## config.mk

```make
export PLATFORM = sky130hd
export DESIGN_NAME = soundbar_mode_ctrl_flat
export DESIGN_NICKNAME = d
export VERILOG_FILES = /design/src/rtl/soundbar_mode_ctrl_if.sv /design/src/rtl/soundbar_mode_ctrl.sv /design/src/flat_wrapper.sv
export SDC_FILE = /design/constraint.sdc
export NUM_CORES = 1
export LEC_CHECK = 0
export ABC_AREA = 1
export ABC_CLOCK_PERIOD_IN_PS = 2500
export CORE_ASPECT_RATIO = 1.1
export CORE_MARGIN = 10
export CORE_UTILIZATION = 60
export DETAILED_ROUTE_END_ITERATION = 12
export GPL_TIMING_DRIVEN = 0
export HOLD_SLACK_MARGIN = 0.1
export PLACE_DENSITY_LB_ADDON = 0.3
export SLEW_MARGIN = 5
export SYNTH_ARGS = -nofsm -noshare
export SYNTH_HDL_FRONTEND = slang
export SYNTH_SLANG_ARGS = --single-unit
```

## constraint.sdc

```tcl
create_clock -name clock -period 2.5 [get_ports clock]
set_input_delay 0.5 -clock clock [delete_from_list [all_inputs] [get_ports clock]]
set_output_delay 0.5 -clock clock [all_outputs]
set_load 0.02 [all_outputs]
```

## src/rtl/soundbar_mode_ctrl_if.sv

```systemverilog
// Button, switch and mode-output bundle for the soundbar mode controller.
// The master side drives the pushbuttons and the slide switch.
interface soundbar_mode_ctrl_if;
  logic       btnU;
  logic       btnL;
  logic       btnR;
  logic       btnC;
  logic       auto_en;
  logic [1:0] U;
  logic [1:0] L;
  logic [1:0] R;
  logic       mode_changed;
  logic [1:0] state;

  modport master (
    output btnU, btnL, btnR, btnC, auto_en,
    input  U, L, R, mode_changed, state
  );

  modport slave (
    input  btnU, btnL, btnR, btnC, auto_en,
    output U, L, R, mode_changed, state
  );
endinterface

```

## src/rtl/soundbar_mode_ctrl.sv

```systemverilog
// Soundbar mode controller: debounced pushbuttons step frame size, position and
// colour manually, or an auto-sweep timer walks position/size with pause support.
module soundbar_mode_ctrl #(
  parameter int DEBOUNCE_CYC = 500000,
  parameter int AUTO_PERIOD  = 50000000
) (
  input logic clock,
  input logic resetn,
  soundbar_mode_ctrl_if.slave bus
);

  localparam int DW = (DEBOUNCE_CYC > 1) ? $clog2(DEBOUNCE_CYC) : 1;
  localparam int TW = (AUTO_PERIOD > 1) ? $clog2(AUTO_PERIOD) : 1;
  localparam logic [DW-1:0] DEB_LAST = DW'(DEBOUNCE_CYC - 1);
  localparam logic [TW-1:0] TMR_LAST = TW'(AUTO_PERIOD - 1);

  localparam int BTN_U = 0;
  localparam int BTN_L = 1;
  localparam int BTN_R = 2;
  localparam int BTN_C = 3;

  typedef enum logic [1:0] {
    ST_MANUAL = 2'd0,
    ST_AUTO   = 2'd1,
    ST_PAUSE  = 2'd2
  } state_t;

  logic [3:0]    raw_s;
  logic [3:0]    sync1_r;
  logic [3:0]    sync2_r;
  logic [3:0]    stable_r;
  logic [3:0]    press_r;
  logic [DW-1:0] cnt_r [4];

  state_t        st_r;
  state_t        st_nxt_s;
  logic [1:0]    u_r;
  logic [1:0]    l_r;
  logic [1:0]    r_r;
  logic [1:0]    u_nxt_s;
  logic [1:0]    l_nxt_s;
  logic [1:0]    r_nxt_s;
  logic [TW-1:0] tmr_r;
  logic [TW-1:0] tmr_nxt_s;
  logic          mc_r;

  // Frame size cycles through 0,1,2 only; any out-of-range value recovers to 0.
  function automatic logic [1:0] step_u(input logic [1:0] v);
    logic [1:0] res;
    if (v >= 2'd2) begin
      res = 2'd0;
    end else begin
      res = v + 2'd1;
    end
    return res;
  endfunction

  assign raw_s = {bus.btnC, bus.btnR, bus.btnL, bus.btnU};

  // Per-button synchronizer, debounce counter and rising-edge press pulse.
  always_ff @(posedge clock or negedge resetn) begin
    if (!resetn) begin
      sync1_r  <= 4'b0000;
      sync2_r  <= 4'b0000;
      stable_r <= 4'b0000;
      press_r  <= 4'b0000;
      for (int i = 0; i < 4; i++) begin
        cnt_r[i] <= '0;
      end
    end else begin
      sync1_r <= raw_s;
      sync2_r <= sync1_r;
      for (int i = 0; i < 4; i++) begin
        if (sync2_r[i] == stable_r[i]) begin
          cnt_r[i]   <= '0;
          press_r[i] <= 1'b0;
        end else if (cnt_r[i] == DEB_LAST) begin
          cnt_r[i]    <= '0;
          stable_r[i] <= sync2_r[i];
          press_r[i]  <= sync2_r[i];
        end else begin
          cnt_r[i]   <= cnt_r[i] + DW'(1);
          press_r[i] <= 1'b0;
        end
      end
    end
  end

  // Next-state and next-output decision for the mode FSM.
  always_comb begin
    st_nxt_s  = st_r;
    u_nxt_s   = u_r;
    l_nxt_s   = l_r;
    r_nxt_s   = r_r;
    tmr_nxt_s = tmr_r;
    case (st_r)
      ST_MANUAL: begin
        tmr_nxt_s = '0;
        if (press_r[BTN_C]) begin
          u_nxt_s = 2'd0;
          l_nxt_s = 2'd0;
          r_nxt_s = 2'd0;
        end else begin
          if (press_r[BTN_U]) begin
            u_nxt_s = step_u(u_r);
          end else begin
            u_nxt_s = u_r;
          end
          if (press_r[BTN_L]) begin
            l_nxt_s = l_r + 2'd1;
          end else begin
            l_nxt_s = l_r;
          end
          if (press_r[BTN_R]) begin
            r_nxt_s = r_r + 2'd1;
          end else begin
            r_nxt_s = r_r;
          end
        end
        if (bus.auto_en) begin
          st_nxt_s = ST_AUTO;
        end else begin
          st_nxt_s = ST_MANUAL;
        end
      end
      ST_AUTO: begin
        // Position advances on every timer wrap; frame size carries on position wrap.
        if (tmr_r >= TMR_LAST) begin
          tmr_nxt_s = '0;
          l_nxt_s   = l_r + 2'd1;
          if (l_r == 2'd3) begin
            u_nxt_s = step_u(u_r);
          end else begin
            u_nxt_s = u_r;
          end
        end else begin
          tmr_nxt_s = tmr_r + TW'(1);
        end
        if (press_r[BTN_R]) begin
          r_nxt_s = r_r + 2'd1;
        end else begin
          r_nxt_s = r_r;
        end
        if (!bus.auto_en) begin
          st_nxt_s = ST_MANUAL;
        end else if (press_r[BTN_C]) begin
          st_nxt_s = ST_PAUSE;
        end else begin
          st_nxt_s = ST_AUTO;
        end
      end
      ST_PAUSE: begin
        if (press_r[BTN_R]) begin
          r_nxt_s = r_r + 2'd1;
        end else begin
          r_nxt_s = r_r;
        end
        if (!bus.auto_en) begin
          st_nxt_s = ST_MANUAL;
        end else if (press_r[BTN_C]) begin
          st_nxt_s  = ST_AUTO;
          tmr_nxt_s = '0;
        end else begin
          st_nxt_s = ST_PAUSE;
        end
      end
      default: begin
        st_nxt_s  = ST_MANUAL;
        tmr_nxt_s = '0;
      end
    endcase
  end

  // Registered state, outputs, sweep timer and change strobe.
  always_ff @(posedge clock or negedge resetn) begin
    if (!resetn) begin
      st_r  <= ST_MANUAL;
      u_r   <= 2'd0;
      l_r   <= 2'd0;
      r_r   <= 2'd0;
      tmr_r <= '0;
      mc_r  <= 1'b0;
    end else begin
      st_r  <= st_nxt_s;
      u_r   <= u_nxt_s;
      l_r   <= l_nxt_s;
      r_r   <= r_nxt_s;
      tmr_r <= tmr_nxt_s;
      mc_r  <= (u_nxt_s != u_r) || (l_nxt_s != l_r) || (r_nxt_s != r_r);
    end
  end

  assign bus.U            = u_r;
  assign bus.L            = l_r;
  assign bus.R            = r_r;
  assign bus.mode_changed = mc_r;
  assign bus.state        = st_r;

endmodule

```

## src/flat_wrapper.sv

```systemverilog
// flat-port wrapper written by rule: the top's interface ports become plain ports
module soundbar_mode_ctrl_flat 
#(
  parameter int DEBOUNCE_CYC = 500000,
  parameter int AUTO_PERIOD  = 50000000
)
  (clock, resetn, bus_btnU, bus_btnL, bus_btnR, bus_btnC, bus_auto_en, bus_U, bus_L, bus_R, bus_mode_changed, bus_state);
  soundbar_mode_ctrl_if bus_i ();
  input logic clock;
  input logic resetn;
  input wire logic [$bits(bus_i.btnU)-1:0] bus_btnU;
  input wire logic [$bits(bus_i.btnL)-1:0] bus_btnL;
  input wire logic [$bits(bus_i.btnR)-1:0] bus_btnR;
  input wire logic [$bits(bus_i.btnC)-1:0] bus_btnC;
  input wire logic [$bits(bus_i.auto_en)-1:0] bus_auto_en;
  output wire logic [$bits(bus_i.U)-1:0] bus_U;
  output wire logic [$bits(bus_i.L)-1:0] bus_L;
  output wire logic [$bits(bus_i.R)-1:0] bus_R;
  output wire logic [$bits(bus_i.mode_changed)-1:0] bus_mode_changed;
  output wire logic [$bits(bus_i.state)-1:0] bus_state;
  assign bus_i.btnU = bus_btnU;
  assign bus_i.btnL = bus_btnL;
  assign bus_i.btnR = bus_btnR;
  assign bus_i.btnC = bus_btnC;
  assign bus_i.auto_en = bus_auto_en;
  assign bus_U = bus_i.U;
  assign bus_L = bus_i.L;
  assign bus_R = bus_i.R;
  assign bus_mode_changed = bus_i.mode_changed;
  assign bus_state = bus_i.state;
  soundbar_mode_ctrl #(.DEBOUNCE_CYC(DEBOUNCE_CYC), .AUTO_PERIOD(AUTO_PERIOD)) u_core (.clock(clock), .resetn(resetn), .bus(bus_i));
endmodule
```

==> results.toml <==
[sta]
slew_headroom = 0.6206
finalMaxSlewViolations = 0
fmax_mhz = 477.8
worst_slew_pin_slew_ps = 569.1
hold_viol_final = 0
min_period_ps = 2093
grt_setup_unrepaired = "false"
finalSetupViolCount = 0
hold_ws_ps = 345.9
fin_skew_ps = 5.189
finalCritPeriodShare = 0.8372

[layout]
syn_to_final_growth_pct = 14.18
fill_cells = 819
seq_area_um2 = 3178
drive_gt1_frac = 0.1319
nets = 853
n_antenna_cell = 0
multi_input_area_um2 = 3037
finalNonFillerCells = 996
final_cell_area_um2 = 7689

[detailed_routing]
wl_per_cell_um = 13.68
viasPerCell = 5.470
drt_wl_total_um = 13630
first_pass_iters = 5
final_antenna_net_count = 0
vias = 5448
drc_errors = 0
drtIter0Drc = 370

[synth]
yosysTopAreaCell = "dfrtp_1"
synth_edf_count = 0
ys_seq_elements = 127
syn_area_um2 = 6734
ys_top_cells_by_count = "nand2_1 (128), dfrtp_1 (127), inv_1 (116)"
yosysSeqAreaShare = 0.4719
ys.flop_type = "dfrtp_1"
yosys_warnings = 0
synth_cells = 800
synth.most_common_cell = "nand2_1"
synth_top_area_share = 0.4719
syn_nets = 817
syn_avg_cell_area_um2 = 8.417
synthArstFlopShare = 1.000
yosys-top-cells-area = "dfrtp_1 (47%), nand2_1 (7.1%), inv_1 (6.5%)"
ys_types = 52

[clock_tree]
clock_sinks = 127
cts_resized = 0
cts-root-buf = "clkbuf_16"
cts_max_level = 4
worstSkewPairLatency_ps = 420
clk_pin_slew_ps = 60
cts_buffer_depth = 2
cts_hold_buf = 1
cts_tree = "yes"
postCtsSetupBuffers = 0
cts-buffers-inserted = 17

[floorplanning]
fp.dieH_um = 131.1
dieWidth_um = 121.0
die_area_um2 = 15870
io_pins = 16
initial_utilization = 0.6144
fp.coreArea_um2 = 10960
rows = 40

[worst_setup_path]
crit_type = "reg2reg"
crit_required_ps = 2800
cp-end-kind = "register"
crit_arrival_ps = 2400
cp-start-kind = "register"
crit_fanout = 10

[worst_hold_path]
hp-class = "reg2reg"

[placement]
placedCellCount = 963
hpwl_um = 9633
place_area_um2 = 7097
gp_congestion = 0.8758
numPortBuffers = 15

[status]
status = "finished, final reports clean"

[pwr]
irDropWorstVdd_mv = 0.4461
p_per_area_nw_per_um2 = 620.1
power_leakage_nw = 3.458

[grt]
gr-total-overflow = 0
first_global_vias = 5460
grt_pass1_wl_um = 23830
grt_usage = 0.1801
antenna_found_initial = 0
grt_start_max_net_pins = 69

[job]
cap_viol_max_count = 0
==> cell families (layout without fill, tap and decap cells) <==
kind of cell / count (synthesis) / count (layout) / synth area share
AOI/OAI and AO/OA: 113 / 113 / 0.09996
DFF: 127 / 127 / 0.4719
and+or+nand+nor: 388 / 388 / 0.2945
buffers and inverters: 133 / 182 / 0.07711
muxes: 1 / 1 / 0.001486
xor gates and xnor gates: 28 / 28 / 0.03642
adders and majority gates: 10 / 10 / 0.01858
==> path summary, 6_finish.rpt <==
check,cells past startpoint,start,endpoint,slack [ps]
min in group asynchronous,2,resetn,u_core.cnt_r[16],620
worst max register to register,11,u_core.bus.state[0],u_core.tmr_r[23],410
max in group asynchronous,3,resetn,u_core.tmr_r[10],1160
worst max-delay path,11,u_core.bus.state[0],u_core.tmr_r[23],410
worst min-delay path,0,u_core.sync1_r[3],u_core.sync2_r[3],350
worst min register to register,0,u_core.sync1_r[3],u_core.sync2_r[3],350
==> sequential cells by signal (all words and copies together), names as in the netlist, 4 cells and up <==
| register | count |
|---|---|
| u_core.press_r | 4 |
| u_core.stable_r | 4 |
| u_core.cnt_r | 76 |
| u_core.sync1_r | 4 |
| u_core.tmr_r | 26 |
| u_core.sync2_r | 4 |
==> final cells by class <==
cell class | count | area share
Clock inverter | 8 | 0.01041
Timing Repair Buffer | 17 | 0.02457
Buffer | 3 | 0.003417
Multi-Input combinational cell | 540 | 0.3950
Inverter | 130 | 0.06412
Tap cell | 147 | 0.02392
Sequential cell | 127 | 0.4133
Clock buffer | 24 | 0.06526
==> metrics by stage <==
stage | utilization | total power [mW] | worst slack, ps | setup TNS [ps]
after floorplan | - | 2.309 | 568.0 | 0
final | 0.7015 | 4.768 | 407.0 | 0
after CTS | 0.7015 | 4.819 | 417.1 | 0
after global placement | 0.6449 | 2.416 | -3991 | -505930
after detailed placement | 0.6475 | 2.432 | 64.78 | 0
after global routing | 0.7015 | 4.964 | 167.3 | 0
==> where the power goes <==
group	internal (mW)	switching (mW)	leakage [nW]	total, mW
combinational	0.0942	0.174	1.44	0.268
clock	1.50	0.877	0.278	2.37
sequential	2.10	0.0316	1.74	2.13
total	3.69	1.08	3.46	4.77
==> critical path, cell delays in order, from the launching register on <==
cell     delay, ps
dfrtp_1        420
inv_1           90
ha_1           240
nand2_2        110
buf_6          160
nand3_2        100
nor3_4         260
nand2_1         90
nor2_1         150
inv_1           90
o31ai_1        190
a21oi_1         60
==> metal layers <==
| layer | GRT usage | up-vias | routed length [µm] |
|---|---|---|---|
| met4 | 0.08591 | 0 | 281 |
| met3 | 0.04284 | 29 | 430 |
| met5 | 0 | - | 0 |
| met1 | 0.2018 | 2622 | 5716 |
| li1 | - | 2689 | - |
| met2 | 0.3112 | 108 | 7198 |
==> layout by cell type, fill, tap and decap left out, types with 10 or more instances in the layout <==
cell             Yosys  layout
nand3_2             12      12
dfrtp_1            127     127
xor2_1              20      20
inv_2               10      10
nand2_2             12      12
inv_1              116     116
nand3_1             33      33
ha_1                10      10
nor3_1              19      19
nand2_1            128     128
nand4_1             22      22
a21oi_1             46      46
nor2_1             108     108
clkdlybuf4s50_1      0      14
o21ai_0             34      34
clkbuf_16            0      17
Note: power is estimated with default switching activity, not from simulation.
==> variant 1, RTL diff (same settings) <==
`DEBOUNCE_CYC` is set to 500000 in 2 places; all go to 1000000.
--- a/src/rtl/soundbar_mode_ctrl.sv
+++ b/src/rtl/soundbar_mode_ctrl.sv
@@ -1,7 +1,7 @@
 // Soundbar mode controller: debounced pushbuttons step frame size, position and
 // colour manually, or an auto-sweep timer walks position/size with pause support.
 module soundbar_mode_ctrl #(
-  parameter int DEBOUNCE_CYC = 500000,
+  parameter int DEBOUNCE_CYC = 1000000,
   parameter int AUTO_PERIOD  = 50000000
 ) (
   input logic clock,
--- a/src/flat_wrapper.sv
+++ b/src/flat_wrapper.sv
@@ -1,7 +1,7 @@
 // flat-port wrapper written by rule: the top's interface ports become plain ports
 module soundbar_mode_ctrl_flat 
 #(
-  parameter int DEBOUNCE_CYC = 500000,
+  parameter int DEBOUNCE_CYC = 1000000,
   parameter int AUTO_PERIOD  = 50000000
 )
   (clock, resetn, bus_btnU, bus_btnL, bus_btnR, bus_btnC, bus_auto_en, bus_U, bus_L, bus_R, bus_mode_changed, bus_state);
Check against the original RTL: same outputs for any inputs over 10 cycles, from zero or initial values and one cycle with resetn low; that may be too few to reach the edited logic, so the function may still have changed.
==> variant 1 against the unedited design <==
Largest power group unchanged. Sequential cell count up 4. Worst setup slack worse by 0.070 ns. Design area up 0.62%. Maximum frequency down 3.2%. Clock skew about the same. Synthesized area up 0.26%. Highest routed layer unchanged. Synthesized cell count up 3.3%. Power up 2.4%. Worst hold slack better by 0.0025 ns. Clock power up 7%. Sequential share of layout area up 1.0 points. Routed wire length down 1.9%.
==> variant 1: results (changes against the unedited design) <==
* Status: finished clean
* Iteration-0 DRC Markers at 367 (-0.81%)
* Sw Ratio at 0.2176 (-0.009491)
* Vias in the first global route at 5643 (+3.4%)
* Commonest cells post-synth: nand2_1 (147), dfrtp_1 (131), inv_1 (126), nor2_1 (112), a21oi_1 (40)
* First-pass GRT wire length at 24320 um (+2.1%)
* Min-delay src: u_core.sync1_r[1]
* Regs by FF count: u_core.cnt_r: 80 flops, u_core.tmr_r: 26 flops
* Hpwl dp at 9454 um (-1.9%)
* Mux contribution to synthesized area at 0 (-0.001486)
* Placed instance area at 7114 um^2 (+0.25%)
* Hold WS at 0.3484 ns (+0.002549 ns)
* Synth Area in Compound Gates at 0.08099 (-0.01898)
* Gpl congestion at 0.9129 (+4.2%)
* Fillers at 833 (+1.7%)
* Peak supply drop at 0.4297 mV (-3.7%)
* Post-synth cell types at 40 (-23%)
* Largest net degree at the start of global routing at 94 (+36%)
* R2r setup slk at 0.34 ns (-0.07 ns)
* Drt via density at 5.379 (-1.7%)
* Layout cells sized above 1 at 0.09714 (-0.03478)
* DR WL/cell at 13.08 um (-4.4%)
* Register area share after synthesis at 0.4855 (+0.01360)
* Xor/xnor share of the synthesized area at 0.04021 (+0.003797)
* Final net count at 879 (+3.0%)
* Post-Synth Adder-Cell Area at 0.01853 (-0.00004821)
* Synth top area cells: dfrtp_1 (49%), nand2_1 (8.2%), inv_1 (7.0%)
* Worst r2r dst: u_core.tmr_r[25]
* FF-to-FF path depth at 12 (+1)
* Setup Skew at 0.005441 ns (+0.0002515 ns)
==> variant 1: changes by cell type after synthesis, moves of 6 or more <==
cell     before  now
nor3_2        8    0
nand3_2      12    4
a21oi_1      46   40
inv_2        10    4
xor2_1       20   26
nand2_1     128  147
nor3_1       19   39
inv_1       116  126
==> variant 1: final cells by class <==
class	count	area, um^2	share of cell area
Buffer	6	37.54	0.004852
Multi-Input combinational cell	559	2948	0.3810
Clock buffer	19	452.9	0.05855
Clock inverter	13	158.9	0.02054
Timing Repair Buffer	17	188.9	0.02442
Inverter	130	488.0	0.06308
Sequential cell	131	3278	0.4237
Tap cell	147	183.9	0.02377
==> variant 1: logic make-up after synthesis <==
group                    after synthesis
AND/OR/NAND/NOR                      421
flip-flops                           131
adder cells (fa/ha/maj)               10
AO/OA/AOI/OAI                         97
buffers and inverters                136
XOR/XNOR                              31
==> variant 1: metal layers <==
metal,part of all wire,global-route usage,vias to the layer above
li1,-,-,2747
met1,0.44,0.2092,2626
met2,0.50,0.3040,94
met3,0.037,0.05356,30
met4,0.022,0.07493,0
met5,0,0,-
==> variant 1: worst max path at each step <==
stage	slack, ns	from	cells after the start	endpoint
2_1_floorplan	0.60	u_core.bus.state[0]	14	u_core.tmr_r[24]
3_3_place_gp	-4.11	resetn	1	u_core.cnt_r[72]
3_5_place_dp	0.08	bus_auto_en	12	u_core.tmr_r[25]
4_1_cts	0.34	u_core.cnt_r[0]	10	u_core.cnt_r[6]
5_1_grt	0.08	u_core.cnt_r[0]	10	u_core.cnt_r[6]
6_report	0.34	u_core.bus.state[0]	12	u_core.tmr_r[25]
==> variant 1: critical path, delay by kind of cell (launching register included) <==
kind                       cells  cell delay, ns
AOI/OAI and AO/OA              1            0.17
DFF                            1            0.42
adders and majority gates      1            0.24
and+or+nand+nor                7            0.95
buffers and inverters          3            0.32
==> variant 1: power by group through the flow <==
stage	sequential [mW]	clock [mW]	combinational, mW
floorplan	2.20	0	0.0986
global placement	2.20	0	0.175
detailed placement	2.20	0	0.186
CTS	2.17	2.57	0.190
global route	2.17	2.68	0.214
finish	2.17	2.53	0.186
==> variant 2, RTL diff (config.mk and constraints unchanged) <==
Without the edit above. Make the reset (`resetn`) synchronous in 2 clocked blocks.
--- a/src/rtl/soundbar_mode_ctrl.sv
+++ b/src/rtl/soundbar_mode_ctrl.sv
@@ -58,7 +58,7 @@
   assign raw_s = {bus.btnC, bus.btnR, bus.btnL, bus.btnU};
 
   // Per-button synchronizer, debounce counter and rising-edge press pulse.
-  always_ff @(posedge clock or negedge resetn) begin
+  always_ff @(posedge clock) begin
     if (!resetn) begin
       sync1_r  <= 4'b0000;
       sync2_r  <= 4'b0000;
@@ -172,7 +172,7 @@
   end
 
   // Registered state, outputs, sweep timer and change strobe.
-  always_ff @(posedge clock or negedge resetn) begin
+  always_ff @(posedge clock) begin
     if (!resetn) begin
       st_r  <= ST_MANUAL;
       u_r   <= 2'd0;
Function: differs if resetn is asserted again (counterexample within 4 cycles, from zero or initial values and one cycle with resetn low); with resetn held inactive, the same outputs for 10 cycles.
==> variant 2 against the unedited design <==
Sequential share of layout area is 0.47 points lower. Critical path type unchanged. Largest power group unchanged. Cell count is 12% higher. Power up 8.7%. Design area rose by 5.1%. Routed wire length is 1.8% lower. Die area up 0.95%. Largest cell class unchanged. Worst setup slack worse by 0.17 ns. Synthesized cell count up 5.8%. Sequential cell count stayed put. Clock power is 12% higher. Synthesized area is 1.1% higher. Sequential power rose by 9.4%.
==> variant 2: results (changes against the unedited design) <==
* Status: finished clean
* Final min period at 2.265 ns (+0.1715 ns)
* Gpl congestion at 0.8763 (about the same)
* Launching point of the worst reg2reg path: u_core.bus.state[0]
* WHS Endpoint: u_core.sync2_r[0]
* NetSw at 1.059 mW (-2.2%)
* Peak supply drop at 0.5760 mV (+29%)
* Multi-input logic area at 3183 um^2 (+4.8%)
* Comb pwr at 186 uW (-31%)
* Post-synth cell types at 43 (-17%)
* First-pass GRT wire length at 23300 um (-2.2%)
* DR WL/cell at 12.01 um (-12%)
* Total GRT Usage at 0.1748 (-0.005285)
* R2r setup slk at 0.24 ns (-0.17 ns)
* Drt via density at 5.026 (-8.1%)
* Worst slack, placed at -0.08748 ns (-0.1523 ns)
* Placed instance area at 7416 um^2 (+4.5%)
* Post-Synthesis Cells at 846 (+5.8%)
* Ys flop type: edfxtp_1
* Worst Tran Pin Value at 0.5566 ns (-0.01249 ns)
* Synth top area cells: edfxtp_1 (34%), dfxtp_1 (15%), nand2_1 (8.6%)
* Share of power burned in registers at 0.450 (+0.004)
* Fillers at 841 (+2.7%)
* Min-delay src: u_core.sync1_r[0]
* Vias in the first global route at 5407 (-0.97%)
* Fin cells at 1114 (+12%)
* Max stage delay cell, worst path: dfxtp_1
* Drt pass-1 iters at 6 (+1)
* Commonest cells post-synth: nand2_1 (156), inv_1 (147), nor2_1 (112), edfxtp_1 (76), dfxtp_1 (51)
* PortBufs at 14 (-1)
* FF-to-FF path depth at 12 (+1)
* Critical Path AT at 2.57 ns (+0.17 ns)
* Post-synth EDFFs at 76 (+76)
* Layout cells sized above 1 at 0.07135 (-0.06057)
[variant 2: cell types whose count changed after synthesis, moves of 6 or more]
cell	before	now
dfxtp_1	0	51
nand3_1	33	42
nor3_1	19	41
o21ai_0	34	25
inv_2	10	1
nand2_1	128	156
edfxtp_1	0	76
nor4_1	7	14
nand3_2	12	4
nand2_2	12	6
dfrtp_1	127	0
inv_1	116	147
[variant 2: final cells by class]
type                    count  share of cell area
inverters                 149             0.06920
repair buffers             14             0.01734
multi-input cells         634              0.3938
clock buffers              25             0.07074
flip-flops and latches    127              0.4087
clock inverters             7             0.01084
well taps                 147             0.02276
plain buffers              11            0.006656
[variant 2: stage by stage]
step                hold slack [ns]  power, mW
floorplan                    0.3905      2.498
global placement             0.3924      2.547
detailed placement           0.3976      2.553
CTS                          0.4067      5.208
global route                 0.4408      5.339
finish                       0.4069      5.184
[variant 2: logic make-up (layout without fill, tap and decap cells)]
logic type / count (synthesis) / after routing / synth area share
AND/OR/NAND/NOR: 422 / 422 / 0.2857
buffers and inverters: 160 / 206 / 0.09002
flip-flops: 127 / 127 / 0.4850
AO/OA/AOI/OAI: 95 / 95 / 0.08047
XOR/XNOR: 31 / 31 / 0.03987
adder cells (fa/ha/maj): 10 / 10 / 0.01837
other: 1 / 76 / 0.0005506
[variant 2: per-layer routing]
layer | GRT usage | vias up | share of wire
li1 | - | 2926 | -
met1 | 0.2109 | 2536 | 0.45
met2 | 0.2897 | 112 | 0.49
met3 | 0.04113 | 25 | 0.039
met4 | 0.07294 | 0 | 0.020
met5 | 0 | - | 0
[variant 2: tightest hold or removal path, delay by kind of cell, from the launching register on]
kind                   cells  cell delay (ns)
and+or+nand+nor            1             0.04
DFF                        1             0.30
buffers and inverters      1             0.04
